File: src/rtl/stim_pkg.sv
// Shared types, constants and helpers for the weighted stimulus generator.
package stim_pkg;

  typedef enum logic [1:0] {
    S_IDLE    = 2'd0,
    S_PRESENT = 2'd1,
    S_GAP     = 2'd2,
    S_DONE    = 2'd3
  } stim_state_e;

  // Galois feedback mask for x^32 + x^22 + x^2 + x + 1 (right-shifting form).
  localparam logic [31:0] LFSR_POLY   = 32'h8020_0003;
  // Golden-ratio constant used to spread per-lane seeds apart.
  localparam logic [31:0] GOLDEN_SEED = 32'h9E37_79B9;

  function automatic logic [31:0] lfsr_step(input logic [31:0] s);
    return s[0] ? ((s >> 1) ^ LFSR_POLY) : (s >> 1);
  endfunction

  // A zero seed would lock the LFSR, so it is replaced by 1.
  function automatic logic [31:0] lane_seed(input logic [31:0] seed, input int unsigned k);
    logic [31:0] s;
    s = seed ^ (32'(k) * GOLDEN_SEED);
    return (s == 32'd0) ? 32'd1 : s;
  endfunction

  // Map a 4-bit nibble onto a 4-state lane value using the three thresholds.
  function automatic logic nibble_decode(input logic [3:0] n,
                                         input logic [3:0] one_th,
                                         input logic [3:0] zero_th,
                                         input logic [3:0] x_th,
                                         input logic       x_en);
    if (n >= one_th)       return 1'b1;
    else if (n >= zero_th) return 1'b0;
    else if (n >= x_th)    return x_en ? 1'bx : 1'b0;
    else                   return 1'b0;
  endfunction

endpackage

File: src/rtl/stim_lfsr32.sv
// One 32-bit Galois LFSR lane; advances only when adv_i is high.
module stim_lfsr32
  import stim_pkg::*;
#(
  parameter logic [31:0] SEED_P = 32'h1
) (
  input  logic        clk,
  input  logic        rst_n,
  input  logic        adv_i,
  output logic [31:0] state_o
);

  logic [31:0] state_q, state_d;

  // Next state: one Galois step when asked, otherwise hold.
  always_comb begin
    state_d = adv_i ? lfsr_step(state_q) : state_q;
  end

  // State register, reloaded with the lane seed on reset.
  always_ff @(posedge clk or negedge rst_n) begin
    if (!rst_n) state_q <= SEED_P;
    else        state_q <= state_d;
  end

  assign state_o = state_q;

endmodule

File: src/rtl/weighted_stim_gen.sv
// Weighted random 0/1/X stimulus generator with valid/ready handshake.
//
// state   | meaning
// --------+-------------------------------------------------------
// IDLE    | no run active; waiting for start
// PRESENT | o_data holds a sample, o_valid=1, waiting for i_ready
// GAP     | spacing between samples when PERIOD > 1
// DONE    | all SAMPLES accepted; done=1 until the next start/stop
module weighted_stim_gen
  import stim_pkg::*;
#(
  parameter int unsigned WIDTH   = 8,
  parameter logic [31:0] SAMPLES = 32'd20000,
  parameter int unsigned PERIOD  = 1,
  parameter logic [31:0] SEED    = 32'h1,
  parameter int unsigned ONE_TH  = 10,
  parameter int unsigned ZERO_TH = 4,
  parameter int unsigned X_TH    = 2,
  parameter bit          X_EN    = 1'b1
) (
  input  logic             clk,
  input  logic             rst_n,
  input  logic             start,
  input  logic             stop,
  output logic [WIDTH-1:0] o_data,
  output logic             o_valid,
  input  logic             i_ready,
  output logic             busy,
  output logic             done,
  output logic [31:0]      count
);

  localparam logic [3:0] ONE_N  = 4'(ONE_TH);
  localparam logic [3:0] ZERO_N = 4'(ZERO_TH);
  localparam logic [3:0] X_N    = 4'(X_TH);
  // GAP counts down to zero; entering with PERIOD-2 gives PERIOD-1 gap cycles.
  localparam logic [7:0] GAP_LOAD = (PERIOD > 1) ? 8'(PERIOD - 2) : 8'd0;

  stim_state_e      state_q;
  logic [7:0]       gap_q;
  logic             accept, last, load;
  logic [31:0]      count_inc;
  logic [WIDTH-1:0] lane_val;

  // Handshake decode and the single "load a fresh sample" strobe shared by all lanes.
  always_comb begin
    accept    = (state_q == S_PRESENT) && i_ready && !stop;
    last      = (count == SAMPLES - 32'd1);
    count_inc = (count == 32'hFFFF_FFFF) ? count : count + 32'd1;
    load      = 1'b0;
    case (state_q)
      S_IDLE, S_DONE: load = start && !stop && (SAMPLES != 32'd0);
      S_PRESENT:      load = accept && !last && (PERIOD == 1);
      S_GAP:          load = !stop && (gap_q == 8'd0);
      default:        load = 1'b0;
    endcase
  end

  for (genvar k = 0; k < WIDTH; k++) begin : g_lane
    logic [31:0] lfsr_state;
    logic [31:0] lfsr_next;
    logic [27:0] unused_next_hi;

    stim_lfsr32 #(
      .SEED_P(lane_seed(SEED, k))
    ) u_lfsr (
      .clk    (clk),
      .rst_n  (rst_n),
      .adv_i  (load),
      .state_o(lfsr_state)
    );

    // The lane value comes from the nibble after this load's advance.
    assign lfsr_next      = lfsr_step(lfsr_state);
    assign unused_next_hi = lfsr_next[31:4];
    assign lane_val[k]    = nibble_decode(lfsr_next[3:0], ONE_N, ZERO_N, X_N, X_EN);
  end

  // Run-control FSM with registered outputs.
  always_ff @(posedge clk or negedge rst_n) begin
    if (!rst_n) begin
      state_q <= S_IDLE;
      gap_q   <= 8'd0;
      o_data  <= '0;
      o_valid <= 1'b0;
      busy    <= 1'b0;
      done    <= 1'b0;
      count   <= 32'd0;
    end else begin
      if (load) o_data <= lane_val;
      if (stop) begin
        // Abort wins over everything; in IDLE it simply masks a coincident start.
        if (state_q != S_IDLE) begin
          state_q <= S_IDLE;
          o_valid <= 1'b0;
          busy    <= 1'b0;
          done    <= 1'b0;
        end
      end else begin
        case (state_q)
          S_IDLE, S_DONE: begin
            if (start) begin
              count <= 32'd0;
              if (SAMPLES == 32'd0) begin
                state_q <= S_DONE;
                done    <= 1'b1;
              end else begin
                state_q <= S_PRESENT;
                o_valid <= 1'b1;
                busy    <= 1'b1;
                done    <= 1'b0;
              end
            end
          end
          S_PRESENT: begin
            if (i_ready) begin
              count <= count_inc;
              if (last) begin
                state_q <= S_DONE;
                o_valid <= 1'b0;
                busy    <= 1'b0;
                done    <= 1'b1;
              end else if (PERIOD > 1) begin
                state_q <= S_GAP;
                o_valid <= 1'b0;
                gap_q   <= GAP_LOAD;
              end
            end
          end
          S_GAP: begin
            if (gap_q == 8'd0) begin
              state_q <= S_PRESENT;
              o_valid <= 1'b1;
            end else begin
              gap_q <= gap_q - 8'd1;
            end
          end
          default: state_q <= S_IDLE;
        endcase
      end
    end
  end

endmodule

File: config.mk
export PLATFORM = sky130hd
export DESIGN_NAME = weighted_stim_gen
export DESIGN_NICKNAME = d
export VERILOG_FILES = /design/src/rtl/stim_pkg.sv /design/src/rtl/stim_lfsr32.sv /design/src/rtl/weighted_stim_gen.sv
export SDC_FILE = /design/constraint.sdc
export NUM_CORES = 1
export LEC_CHECK = 0
export CAP_MARGIN = 20
export CORE_AREA = 3 3 192 194
export CTS_CLUSTER_SIZE = 8
export DETAILED_ROUTE_END_ITERATION = 8
export DIE_AREA = 0 0 195 197
export PLACE_DENSITY = 0.62
export REMOVE_ABC_BUFFERS = 1
export SLEW_MARGIN = 20
export SYNTH_ARGS = -nofsm -noshare
export SYNTH_HDL_FRONTEND = slang
export SYNTH_HIERARCHICAL = 1
export SYNTH_SLANG_ARGS = --single-unit
File: constraint.sdc
create_clock -name clk -period 7.99 [get_ports clk]
set_clock_uncertainty 0.15 [all_clocks]
set_input_delay 1.598 -clock clk [delete_from_list [all_inputs] [get_ports clk]]
set_output_delay 1.598 -clock clk [all_outputs]
set_load 0.03 [all_outputs]
==> results.md, run 1 <==
Outcome:
- The flow ran to the end, and the final reports show no timing, DRC or antenna violations.

Critical path:
- The kind of start point of the critical path is an input pin.
- The data arrival at the endpoint of the critical path is just under 5 ns.
- The kind of cell adding the most delay to the critical path is buffers and inverters.
- The critical path goes through clkdlybuf4s50_1 -> nor2_1 -> o311ai_0 -> nand2_8 -> buf_4 -> mux2_2.
- The beginning of the worst register-to-register path is count[0]$_DFFE_PN0P_.
- The worst register-to-register path has a setup slack of 3.78 ns.
- Of all nets on the critical path, the largest fanout is ~100.
- The endpoint class of the critical path is a flop.
- Among all stages on the critical path, the largest delay is contributed by sky130_fd_sc_hd__nand2_8.
- The largest single stage delay on the critical path is 0.78 ns.
- The number of buffer and inverter stages on the critical path is 2.
- Counting cells, the worst reg-to-reg path comes to 7.
- At the worst endpoint, the required time is 8.25 ns.
- The critical path start-end classification is in2reg.
- The endpoint identified for the worst register-to-register timing path is g_lane[3].u_lfsr/state_o[12]$_DFFE_PN0P_.

Clock tree:
- Clock tree synthesis inserted a total of 44 buffers.
- The number of instances resized during post-cts repair is 0.
- Counting every sink on the clock net gives 309.
- In this run the clock root is driven by a sky130_fd_sc_hd__clkbuf_16.
- The maximum clock insertion buffer count is 3.
- Once the clock tree was built, the setup fixing pass inserted 0 buffers.
- The clock insertion delay at the later pin of the skew report is 0.54 ns.
- The number of buffers inserted for hold repair after clock tree synthesis is 0.
- The maximum level of the CTS H-tree is 2.
- The clock input transition at the sequential cells of the worst setup and hold paths is ~0.050 ns.
- The TritonCTS clock tree is built.

Power and ir drop:
- The total power is 0.006554 W.
- IR analysis of the VDD net gives a maximum drop of 0.0002403 V.
- The static leakage is 6.769 nW.
- The ratio of total power to cell area is 412.3 nW/um^2.

Hold path:
- The cell count of the worst hold path is 1.
- The startpoint of the most critical hold path is gap_q[7]$_DFFE_PN0P_.
- The worst hold path belongs to the class reg2reg.
- For hold timing, the worst endpoint is gap_q[7]$_DFFE_PN0P_.

Logic synthesis:
- The Yosys step of the flow raised 6 warnings.
- Sequential cells were found to cover between 50 and 60% of the synthesized design area.
- The post-synthesis average cell area is between 15 and 20 sq um.
- Counting flops with a built-in enable in the synthesized netlist gives 0.
- Synthesis handed over a netlist of 935 instances.
- The fraction of synthesis flops using an asynchronous set or reset pin is 100.0%.
- In this run the cell area of the synthesized design comes to 14060 sq um.
- Counting flops and latches in the post-synthesis netlist gives just over 300.
- The post-synthesis cell type count is 63.
- The main flop type after synthesis is sky130_fd_sc_hd__dfrtp_1.

Placed design:
- After detailed placement, the design holds a cell count of 1398.
- Before CTS, the worst setup slack after placement is 2.950 ns.
- The count of port buffers added during placement is 47.
- Routability-driven placement finished with a final weighted congestion of 0.8276.
- The HPWL after detailed placement is between 10 and 15 mm.

Floorplanning:
- The die is 195 um wide.
- For this configuration, the core starts out at a cell density of 39.73%.
- The area of the core is 35400 sq um.
- The number of rows created at floorplan is 69.
- The die footprint is 38420 sq um.
- In this run the count of I/O pins placed on the die edge is 48.
- The floorplan die height is 197 um.

Route:
- The number of iterations in the first detailed-routing pass is 4.
- The post-route DRC violation count is 0.
- The final route contains 7426 vias.
- The total routed wirelength is 22.90 mm.
- After detailed routing, the number of vias per cell comes to around 5.
- The remaining number of nets flagged by the antenna check after routing is 0.
- The violation count after the first detailed-route iteration is 432.
- The average routed wire per standard cell is approximately 15 um.

GRT:
- Global routing used 12.27% of the available tracks.
- The initial antenna violation count is 0.
- The first global-routing pass estimated ~40 mm of wire.
- The largest net degree at the start of global routing is around 150.
- Summed over all layers, the global routing overflow is 0.
- The via count of the first global-routing pass was 7985.

STA:
- Timing would allow up to 0.2190 GHz.
- After layout, the minimum clock period comes to 4.566 ns.
- Setup violations remaining at the end of the flow were counted as 0.
- Setup repair after global routing left no endpoint under its margin.
- The minimum setup slack in the final design is between 3 and 4 ns.
- The number of slew-limit violations in the final report came to 0.
- The actual transition at the worst max-transition pin is 1.045 ns.
- Of the available clock period, the critical path in the final layout requires 57.14%.
- Summed over all failing endpoints, the final setup total negative slack is 0 ns.
- Measured against its own limit, the worst slew margin works out to 30.36%.
- The hold violation count in the final report was 0.

Finish:
- The number of nets in the layout is 994.
- In the final layout, the share of cells above drive strength 1 is 41.20%.
- The library cells used most frequently in the layout, excluding fill and tap cells, are sky130_fd_sc_hd__mux2_4, sky130_fd_sc_hd__dfrtp_1, sky130_fd_sc_hd__dfstp_2.
- The repair_antennas step left the layout with diodes totalling 0.
- The growth of design area from synthesis to finish is 13.01%.
- For this run, the number of standard cells in the final layout without fillers is 1478.
- The library cell used most frequently in the layout, excluding fill and tap cells, is sky130_fd_sc_hd__mux2_4.

Run:
- The number of maximum-capacitance violations is 0.
-- sequential cells by signal, indices dropped and copies added, names as in the netlist --
| register | cells |
|---|---|
| g_lane.u_lfsr/state_o | 256 |
| count | 32 |
| gap_q | 8 |
| o_data | 8 |
| state_q | 2 |
| busy | 1 |
| done | 1 |
| o_valid | 1 |
-- power by group --
part           internal, W  total, W  switching (W)  leakage [nW]
combinational      0.00122   0.00195       0.000732          2.53
clock              0.00104   0.00171       0.000665         0.608
sequential         0.00244   0.00290       0.000455          3.63
-- cell families after synthesis --
| family | Yosys count | synth area share [%] |
|---|---|---|
| buf+inv | 70 | 4.750 |
| mux | 241 | 24.55 |
| flops | 309 | 56.04 |
| simple gates | 146 | 5.729 |
| fa+ha+maj | 6 | 0.5337 |
| compound gates | 124 | 5.961 |
| xor+xnor | 39 | 2.429 |
-- cell type report --
type / instances / area [sq um]
Clock buffer: 77 / 1235
Clock inverter: 3 / 48.80
Fill cell: 3115 / 19500
Inverter: 17 / 63.81
Multi-Input combinational cell: 556 / 5528
Sequential cell: 309 / 7883
Tap cell: 461 / 576.8
Timing Repair Buffer: 55 / 560.5
-- metal layers --
metal	track usage, %	share of wire (%)	wire length (um)	vias to the layer above
met5	0	0	0	-
met4	4.674	2.4	551	0
met3	3.060	5.3	1221	49
met2	17.79	43	9851	165
met1	17.82	49	11280	3757
li1	-	-	-	3455
-- through the flow --
step,hold WS (ns),area (sq um),util (%)
6_report,0.3245,15900,44.91
5_1_grt,0.3509,15900,44.91
4_1_cts,0.3359,15900,44.91
3_5_place_dp,0.3203,14610,41.28
3_3_place_gp,0.3209,14610,41.28
2_1_floorplan,0.2961,13460,-
-- how the worst max path moves through the flow --
| stage | from | endpoint | depth (start not counted) |
|---|---|---|---|
| 2_1_floorplan | stop | g_lane[1].u_lfsr/state_o[27]$_DFFE_PN1P_ | 4 |
| 3_3_place_gp | stop | g_lane[3].u_lfsr/state_o[29]$_DFFE_PN0P_ | 6 |
| 3_5_place_dp | stop | g_lane[3].u_lfsr/state_o[29]$_DFFE_PN0P_ | 6 |
| 4_1_cts | stop | g_lane[3].u_lfsr/state_o[29]$_DFFE_PN0P_ | 6 |
| 5_1_grt | stop | g_lane[3].u_lfsr/state_o[29]$_DFFE_PN0P_ | 6 |
| 6_report | stop | g_lane[3].u_lfsr/state_o[29]$_DFFE_PN0P_ | 6 |
-- synth_stat cells, drive strengths merged, types with 2 or more instances --
cell      n  area share [%]
mux2    232              24
dfrtp   189              34
dfstp   120              22
buf      44             4.1
o31ai    36             2.0
nand2    33            0.95
xnor2    30             1.9
nor2     28            0.75
a21oi    25            0.89
o21ai    25            0.89
inv      17            0.45
nand3    17            0.60
a31oi     9            0.40
and4      9            0.56
clkbuf    9            0.24
mux2i     9            0.64
nor3      9            0.40
nor4      9            0.51
xor2      9            0.56
and2      7            0.31
and3      7            0.31
nand2b    7            0.31
ha        6            0.53
nand4     6            0.27
a211o     4            0.25
o21a      4            0.21
o41ai     4            0.30
or4       4            0.21
or2       3            0.13
nor3b     2            0.11
o311ai    2            0.12
o31a      2            0.12
(Power assumes the default switching activity.)
==> run 2: changes to the inputs <==
PLACE_DENSITY = 0.64   (was 0.62)
clock period = 4 ns   (was 7.99 ns; I/O delays follow)
==> results.md, run 2 (synthesis results as in run 1) <==
STA:
- The worst slack on hold paths is 0.1044 ns (-0.2202 ns).
- The upper clock frequency limit is 0.2909 GHz.
- The number of slew-limit violations in the final report is 0 (unchanged).
- The actual transition at the worst max-transition pin is 0.9845 ns (-0.06010 ns).
- The tightest slew margin relative to the limit was 33.53% (+3.2 points).
- The shortest period the worst path allows is 3.437 ns.
- After layout, the worst path uses 85.93% of the clock period.
- The setup-violating endpoint count in the final report came to 0 (unchanged).
- Setup repair after global routing left no endpoint under its margin.
- The hold violation count in the final report came to 0 (unchanged).
- The setup total negative slack came to 0 ns (unchanged).

Critical path:
- The data arrival at the endpoint of the critical path came to 3.70 ns (-1.13 ns).
- The delay of the slowest cell on the worst path came to 0.89 ns (+0.11 ns).
- The critical path start-end classification is reg2reg.
- The number of cell instances on the worst register-to-register path came to 7 (unchanged).
- The startpoint identified for the worst register-to-register timing path is count[0]$_DFFE_PN0P_.
- STA classifies the critical path endpoint as a flop.
- STA classifies the critical path startpoint as a flop.
- The worst-path maximum fanout is 148 (+42%).
- The required time at the worst-slack endpoint was 4.26 ns (-3.99 ns).
- The cell with the largest stage delay on the worst path is sky130_fd_sc_hd__o311ai_0.
- The endpoint identified for the worst register-to-register timing path is g_lane[1].u_lfsr/state_o[24]$_DFFE_PN0P_.
- The most critical setup path has its endpoint at g_lane[1].u_lfsr/state_o[24]$_DFFE_PN0P_.
- The critical path starts at count[0]$_DFFE_PN0P_.
- The minimum setup slack among reg-to-reg paths is 0.56 ns (-3.22 ns).
- Walking the worst path, the cells encountered are ha_1 -> and4_1 -> nand3_1 -> o311ai_0 -> nand2_8 -> buf_12 -> mux2_4.

Finish:
- The total of fill cells in the finished design is 3133 (+0.58%).
- The share of final-layout standard cells stronger than drive strength 1 is 41.68% (+0.48 points).
- The antenna diode count is 0 (unchanged).
- The final design area excluding fillers is 15950 sq um (+0.37%).
- The library cells used most frequently in the layout, excluding fill and tap cells, are sky130_fd_sc_hd__mux2_4, sky130_fd_sc_hd__dfrtp_1, sky130_fd_sc_hd__dfstp_2.
- The library cell used most frequently in the layout, excluding fill and tap cells, is sky130_fd_sc_hd__mux2_4.
- The area growth from synthesis to layout is 13.43%.
- The number of nets in the layout is 1001 (+0.70%).
- The post-layout instance count excluding filler cells is 1483 (+0.34%).
- The register area is 7883 sq um (unchanged).
- The number of flip-flops under the largest register name came to 256 (unchanged).
- The total area of multi-input combinational cells is 5528 sq um (unchanged).

Clock tree:
- The number of buffers inserted for hold repair after clock tree synthesis is 0 (unchanged).
- The CTS sink count is 309 (unchanged).
- The root buffer cell is sky130_fd_sc_hd__clkbuf_16.
- The number of instances resized during post-cts repair is 0 (unchanged).
- The TritonCTS clock tree is built.
- The clock input transition at the sequential cells of the worst setup and hold paths is 0.05 ns (about the same).
- The number of buffers created by CTS is 44 (unchanged).
- The clock insertion delay at the later pin of the skew report came to 0.54 ns (about the same).
- The setup fix buffers added after clock tree synthesis is 0 (unchanged).
- The maximum level of the CTS H-tree is 2 (unchanged).
- The maximum clock insertion buffer count is 3 (unchanged).

Floorplanning:
- The area of the core came to 35400 sq um (unchanged).
- The floorplan die height is 197 um (unchanged).
- The die footprint is 38420 sq um (unchanged).
- The total I/O pin count is 48 (unchanged).
- The initial core utilization was 39.73% (unchanged).
- The number of rows created at floorplan is 69 (unchanged).
- The horizontal die dimension is 195 um (unchanged).

Route:
- The total routed wirelength came to 22.67 mm (-1.0%).
- The ratio of routed vias to standard cells was 5.036 (+0.24%).
- The post-route DRC violation count came to 0 (unchanged).
- The average routed wire per standard cell is 15.29 um (-1.3%).
- The violation count after the first detailed-route iteration is 369 (-15%).
- The remaining number of nets flagged by the antenna check after routing is 0 (unchanged).
- The number of vias in the routed layout is 7469 (+0.58%).
- The number of iterations in the first detailed-routing pass was 7 (+3).

Power and ir drop:
- The static leakage is 6.806 nW (+0.55%).
- The ratio of total power to cell area is 820.9 nW/um^2 (+99%).
- The peak ir drop on the vdd network is 0.0004385 V (+82%).

Placed design:
- The final weighted congestion in routability-driven placement is 0.8121 (-1.9%).
- The HPWL after detailed placement is 12.84 mm (+2.6%).
- The count of port buffers added during placement is 47 (unchanged).
- The placement-stage cell area was 14680 sq um (+0.45%).
- The cell count after placement is 1405 (+0.50%).

Outcome:
- The run finished with clean final reports.

Hold path:
- The worst hold-check path type is in2async.

GRT:
- The initial antenna violation count was 0 (unchanged).
- The first-pass GRT wire length is 39.95 mm (-1.0%).
- The largest net degree at the start of global routing was 149 (unchanged).
- The global router's overall resource usage is 12.00% (-0.27 points).
- The overflow left after global routing came to 0 (unchanged).
- The via count of the first global-routing pass is 7876 (-1.4%).

Run:
- The number of maximum-capacitance violations is 0 (unchanged).
[run 2: critical path: cells and delay by family (launching register included)]
kind                     cells  cell delay (ns)
adder cells (fa/ha/maj)      1             0.24
flip-flops                   1             0.41
AND/OR/NAND/NOR              3             0.70
AO/OA/AOI/OAI                1             0.89
multiplexers                 1             0.43
buffers and inverters        1             0.40
[run 2: final cells by class]
| class | instances | share of cell area (%) |
|---|---|---|
| tap | 461 | 3.615 |
| clock buffer | 74 | 7.607 |
| timing repair buffer | 62 | 3.921 |
| sequential | 309 | 49.41 |
| multi-input combinational | 556 | 34.65 |
| inverter | 17 | 0.4000 |
| clock inverter | 4 | 0.4000 |
[run 2: power breakdown]
| part | switching (W) | total, W | leakage [nW] | internal [W] |
|---|---|---|---|---|
| Combinational | 0.00147 | 0.00391 | 2.56 | 0.00244 |
| Sequential | 0.000915 | 0.00579 | 3.63 | 0.00488 |
| Clock | 0.00133 | 0.00339 | 0.607 | 0.00206 |
[run 2: how the worst min path moves through the flow]
stage	startpoint	endpoint	cells after the start
5_1_grt	rst_n	g_lane[7].u_lfsr/state_o[5]$_DFFE_PN0P_	1
2_1_floorplan	gap_q[5]$_DFFE_PN0P_	gap_q[5]$_DFFE_PN0P_	1
4_1_cts	rst_n	g_lane[7].u_lfsr/state_o[4]$_DFFE_PN0P_	1
6_report	rst_n	g_lane[7].u_lfsr/state_o[5]$_DFFE_PN0P_	1
3_5_place_dp	gap_q[7]$_DFFE_PN0P_	gap_q[7]$_DFFE_PN0P_	1
3_3_place_gp	gap_q[7]$_DFFE_PN0P_	gap_q[7]$_DFFE_PN0P_	1
[run 2: metal layers]
| layer | wire (um) | share of wire (%) | GRT usage (%) | up-vias |
|---|---|---|---|---|
| met4 | 306 | 1.3 | 3.486 | 0 |
| met5 | 0 | 0 | 0 | - |
| met3 | 1021 | 4.5 | 2.718 | 25 |
| met1 | 11300 | 50 | 17.99 | 3838 |
| li1 | - | - | - | 3461 |
| met2 | 10040 | 44 | 17.49 | 145 |
[run 2: per-stage QoR]
stage	util, %	total power [W]	setup WS, ns
4_1_cts	45.07	0.01326	0.5399
6_report	45.07	0.01310	0.5626
3_3_place_gp	41.46	0.009621	0.5401
3_5_place_dp	41.46	0.009741	0.5058
5_1_grt	45.07	0.01390	0.2937
2_1_floorplan	-	0.009291	-3.107
